===== src/rtl/dual_issue_mem_sequencer.sv =====
// Memory-stage sequencer for a multi-lane issue bundle: serialises the bundle's
// loads/stores onto a single-port cache in lane order and stalls the pipeline until done.
module dual_issue_mem_sequencer #(
  parameter int LANES = 2,
  parameter int AW    = 32,
  parameter int DW    = 32
) (
  input  logic                  clk,
  input  logic                  reset,
  input  logic                  in_valid,
  input  logic [LANES-1:0]      mem_read,
  input  logic [LANES-1:0]      mem_write,
  input  logic [LANES*AW-1:0]   addr,
  input  logic [LANES*DW-1:0]   wdata,
  output logic                  stall,
  output logic                  out_valid,
  output logic [LANES*DW-1:0]   rdata,
  output logic                  c_req,
  output logic                  c_wen,
  output logic [AW-1:0]         c_addr,
  output logic [DW-1:0]         c_wdata,
  input  logic                  c_ready,
  input  logic                  c_rvalid,
  input  logic [DW-1:0]         c_rdata,
  output logic                  err,
  output logic [1:0]            dbg_state
);

  // Cache handshake: a request transfers on a cycle where c_req and c_ready are
  // both high; until then c_req, c_addr, c_wen and c_wdata stay constant. Each
  // transferred request gets exactly one c_rvalid beat, consumed only in WAIT.

  localparam int LW = (LANES > 1) ? $clog2(LANES) : 1;

  typedef enum logic [1:0] {
    IDLE  = 2'd0,
    ISSUE = 2'd1,
    WAIT  = 2'd2,
    DONE  = 2'd3
  } state_t;

  state_t                state_q, state_d;
  logic [LANES-1:0]      pend_q, pend_clr, store_q, mem_lanes;
  logic [LANES*AW-1:0]   addr_q;
  logic [LANES*DW-1:0]   wdata_q;
  logic [LW-1:0]         cur;
  logic                  start;

  assign mem_lanes = mem_read | mem_write;
  assign start     = in_valid && (|mem_lanes);
  assign dbg_state = state_q;

  // Lowest-index pending lane is always the one in flight (program order).
  always_comb begin
    cur = '0;
    for (int i = LANES - 1; i >= 0; i--) begin
      if (pend_q[i]) cur = LW'(i);
    end
  end

  always_comb begin
    pend_clr = pend_q;
    c_addr   = '0;
    c_wdata  = '0;
    for (int i = 0; i < LANES; i++) begin
      if (LW'(i) == cur) begin
        pend_clr[i] = 1'b0;
        c_addr      = addr_q[i*AW +: AW];
        c_wdata     = wdata_q[i*DW +: DW];
      end
    end
  end

  always_comb begin
    state_d   = state_q;
    stall     = 1'b0;
    out_valid = 1'b0;
    c_req     = 1'b0;
    c_wen     = 1'b0;
    case (state_q)
      IDLE: begin
        stall = start;
        if (start) state_d = ISSUE;
      end
      ISSUE: begin
        stall = 1'b1;
        c_req = 1'b1;
        c_wen = store_q[cur];
        if (c_ready) state_d = WAIT;
      end
      WAIT: begin
        stall = 1'b1;
        if (c_rvalid) state_d = (|pend_clr) ? ISSUE : DONE;
      end
      DONE: begin
        out_valid = 1'b1;
        state_d   = IDLE;
      end
      default: state_d = IDLE;
    endcase
    // Upstream must not see a hold while reset is asserted.
    if (reset) stall = 1'b0;
  end

  always_ff @(posedge clk or posedge reset) begin
    if (reset) begin
      state_q <= IDLE;
      pend_q  <= '0;
      store_q <= '0;
      addr_q  <= '0;
      wdata_q <= '0;
      rdata   <= '0;
      err     <= 1'b0;
    end else begin
      state_q <= state_d;
      if (state_q == IDLE && start) begin
        pend_q  <= mem_lanes;
        store_q <= mem_write;
        addr_q  <= addr;
        wdata_q <= wdata;
      end
      if (state_q == WAIT && c_rvalid) begin
        pend_q <= pend_clr;
        for (int i = 0; i < LANES; i++) begin
          if (LW'(i) == cur && !store_q[i]) rdata[i*DW +: DW] <= c_rdata;
        end
      end
      // A response with nothing outstanding is a cache protocol violation.
      if (c_rvalid && state_q != WAIT) err <= 1'b1;
    end
  end

endmodule


===== config.mk =====
export PLATFORM = sky130hd
export DESIGN_NAME = dual_issue_mem_sequencer
export DESIGN_NICKNAME = d
export VERILOG_FILES = /design/src/rtl/dual_issue_mem_sequencer.sv
export SDC_FILE = /design/constraint.sdc
export NUM_CORES = 1
export LEC_CHECK = 0
export ABC_AREA = 0
export BUFFER_PORTS_ARGS = -buffer_cell sky130_fd_sc_hd__buf_4
export CAP_MARGIN = 20
export CORE_AREA = 4 4 137 139
export CTS_BUF_LIST = sky130_fd_sc_hd__clkbuf_4 sky130_fd_sc_hd__clkbuf_8 sky130_fd_sc_hd__clkbuf_16
export CTS_CLUSTER_DIAMETER = 200
export CTS_CLUSTER_SIZE = 25
export DETAILED_ROUTE_END_ITERATION = 8
export DIE_AREA = 0 0 141 143
export HOLD_SLACK_MARGIN = 0.05
export PLACE_DENSITY = 0.79
export SETUP_SLACK_MARGIN = 0.02
export SLEW_MARGIN = 30
export SYNTH_ARGS = -nofsm -noshare
export SYNTH_HDL_FRONTEND = slang
export SYNTH_SLANG_ARGS = --single-unit

===== constraint.sdc =====
create_clock -name clk -period 7.85 [get_ports clk]
set_clock_uncertainty 0.1 [all_clocks]
set_input_delay 1.57 -clock clk [delete_from_list [all_inputs] [get_ports clk]]
set_output_delay 1.57 -clock clk [all_outputs]
set_load 0.05 [all_outputs]

* After elaboration in Yosys (flattened, before gate mapping)
Cells that the tools add are included.
Cells by class: $add $sub $neg 0, multipliers 0, divide/modulo/power cells 0, magnitude comparators 1, equality and inequality tests 7, shifts and indexed selects 0, muxes and demuxes 20, bitwise logic cells 2, reductions and logical operators 16
Operators by type and width (count):
- 32-bit two-way mux | 2
- 2-bit two-way mux | 6
- 1-bit two-way mux | 10
- 2-bit != test, second input constant | 4
- 2-bit one-hot mux with 4 select lines | 1
- 1-bit logical AND | 6
- 2-bit OR reduction | 3
- 2-bit equality test, second input constant | 2
- 2-bit AND reduction | 2
- 3-bit AND reduction | 1
- 2-bit by 1-bit equality test with 1-bit output, second input constant | 1
- 1-bit zero test | 2
- 2-bit zero test | 1
- 1-bit by 2-bit < comparator with 1-bit output, second input constant | 1
- 2-bit OR | 1
- 1-bit one-hot mux with 2 select lines | 1
- 2-bit nonzero test | 1
- 1-bit NOT | 1
Word-level totals: register bits 199, bits in latches 0, memory bits (writable) 0, memory bits (read-only) 0, input port bits 169, output and inout port bits 135, logic and storage cells 54, memories kept 0

* Longest topological paths before layout
depth after elaboration 7, mapped depth 7, depth with buffers taken out 5

* Worst setup path before layout
Ideal clock, no wire load.
path type input to output, start point in mem_write[0], end point out stall, arrival 2.811 ns, required time 6.180 ns, slack 3.369 ns, stages on the path 3, path buffers 0, cells stage by stage or4_4 a31oi_1 nor3_1
Between the ends: word-level cells in the longest chain between the ends 5
Ends and longest elaborated chain:
- start, declared | RTL line 12 | input logic [LANES-1:0] mem_write,
- 2-bit OR | RTL line 49 | assign mem_lanes = mem_read | mem_write;
- 2-bit OR reduction | RTL line 50 | assign start = in_valid && (|mem_lanes);
- 1-bit logical AND | RTL line 50
- 1-bit one-hot mux with 2 select lines | RTL line 80 | case (state_q)
- 1-bit two-way mux | RTL line 102 | if (reset) stall = 1'b0;
- end, declared | RTL line 15 | output logic stall,
No other way between the ends.

* Worst setup path in the final report
Ends and elaborated chain as after synthesis.

==> flow_summary.ini <==
[status]
status = completed

[setup_path]
crit_path_frequent_cell = buf_4
cp-end-kind = output port
crit_fanout = 4
cp.required_ns = 6.18
path_cells = buf_4, or4_4, a31oi_1, nor3_1, buf_4
start_kind = primary input
slowest_delay_ns = 0.56
startpoint = mem_write[0]
criticalPathCategory = in2out
slowest_stage = or4_4
crit_arrival_ns = 2.70
rr_startpoint = pend_q[0]

[cells_and_area]
design_area_um2 = 11700
num-nets-final = 1130
final_cells = 1198
diodes = 0
area_growth_pct = 34.9
drive_above_1_share = 0.561
final_core_util = 0.664

[routing]
num_vias = 5978
vias_per_cell = 4.99
drt_iter0_drc = 207
wire_per_inst_um = 17.9
routed_wl_mm = 21.5
drtPass1Iterations = 7
ant_nets = 0
post-route-drc-count = 0

[clock_network]
cts-root-buf = clkbuf_16
cts.htree.levels = 4
clock-sinks = 199
clk_latency_ns = 0.42
cts_tree = built
clkTransAtPathRegs_ns = 0.07
cts_hold_buf = 0
cts_buffer_depth = 2
cts.repair.resized = 0
postCtsSetupRepairBufs = 0
cts_made_buffers = 17

[synthesis]
synth_top_area_share = 0.573
syn_avg_cell_area_um2 = 13.1
netlist_area_um2 = 8690
synth_cell_types = 29
synth_edf_count = 0
synth_top_area_cell = dfrtp_1
synth_most_common_cell = dfrtp_1
ys_top_cells_by_area = dfrtp_1 57%, mux2_2 15%, mux2_4 13%
synth_top_cells_by_count = 199 x dfrtp_1, 198 x nand2_1, 116 x mux2_2
synth_warnings = 0
synth_flop_cell = dfrtp_1
synth_seq_area_share = 0.573
async_reset_ff_frac = 1.00
syn_inst = 662
synth_seq_cells = 199
syn_nets = 836

[global_routing]
grt_max_degree = 127
antenna_found_initial = 0
grt_pass1_vias = 6249
grt.overflow.total = 0
gr-usage-all-layers = 0.210
grt_pass1_wl_mm = 33.1

[place]
dp.cells = 1166
dp.final_hpwl_mm = 15.3
dpl_cell_area_um2 = 11100
port_buffers = 303
gp_routability_congestion = 0.868

[die]
io_pins = 304
design.die.area_um2 = 20200
core.rowCount = 49
core_um2 = 17700
dieHeight_um = 143
die_w_um = 141
initial_core_util = 0.492

[timing]
slew_headroom = 0.414
worstMarginPinSlew_ns = 0.879
min_period_ns = 4.37
finalCritPeriodShare = 0.557
max_freq_mhz = 229
rsz0062_at_grt = no
setup_tns_ns = 0
finalSetupViolations = 0
slew_viol_final = 0
finalHoldViolations = 0

[worst_hold_path]
hold_path_class = reg2reg
hold_start = err

[job]
cap_violations = 0
## sequential cells by signal, summed over array words and instances, names as in the netlist
name       flops
wdata_q       64
store_q        2
rdata         64
pend_q         2
addr_q        64
dbg_state      2
err            1
## metal layers
metal,vias to the layer above,wire (um),global-route usage
li1,2813,-,-
met1,2920,8720,0.266
met2,204,10500,0.333
met3,41,1700,0.0720
met4,0,612,0.0872
met5,-,0,0
## critical path: cells and delay by family
family | cells | cell delay (ns)
simple gates | 2 | 0.62
compound gates | 1 | 0.20
buf+inv | 2 | 0.31
## logic make-up (layout without fill, tap and decap cells)
| group | Yosys count | in the layout | synth area share |
|---|---|---|---|
| AO/OA/AOI/OAI | 10 | 10 | 0.00951 |
| adder cells (fa/ha/maj) | 5 | 5 | 0.00720 |
| buffers and inverters | 39 | 346 | 0.0271 |
| flip-flops | 199 | 199 | 0.573 |
| multiplexers | 195 | 195 | 0.286 |
| AND/OR/NAND/NOR | 214 | 214 | 0.0966 |
## cells in the final DEF (no fill, tap or decap), types with 2 or more instances in the layout
master | Yosys | layout
buf_6 | 10 | 2
inv_1 | 4 | 3
clkinv_4 | 0 | 3
ha_1 | 5 | 5
nor2_1 | 2 | 2
inv_6 | 0 | 2
dfrtp_1 | 199 | 199
mux2_4 | 78 | 78
clkinvlp_4 | 0 | 2
nor3_2 | 0 | 2
nor2b_1 | 5 | 4
inv_8 | 0 | 5
nand2_1 | 198 | 198
buf_4 | 0 | 308
clkbuf_16 | 0 | 17
a31oi_1 | 2 | 2
mux2_2 | 116 | 116
clkinv_8 | 0 | 2
## layout make-up
cell class	instances	area, um2
sequential	199	4980
clock buffer	18	433
clock inverter	14	166
tap	229	287
fill	1341	5940
timing repair buffer	310	2330
multi-input combinational	424	3500
inverter	4	22.5
## path summary, 6_finish.rpt
path / endpoint / slack (ns) / cells after the start
worst min register to register: err / 0.36 / 1
max in group asynchronous: addr_q[30] / 5.23 / 3
worst max-delay path: stall / 3.48 / 5
worst max register to register: rdata[48] / 5.08 / 5
min in group asynchronous: store_q[1] / 1.20 / 2
worst min-delay path: err / 0.36 / 1
## stage by stage
stage,setup slack (ns),hold slack [ns]
after floorplan,0.754,0.380
after global placement,3.51,0.340
after detailed placement,3.49,0.347
after CTS,3.49,0.364
after global routing,3.45,0.379
final,3.48,0.360
Power is left out: the tool's default activity adds up to more than one toggle a clock period on the data nets, which glitch-free logic cannot reach.
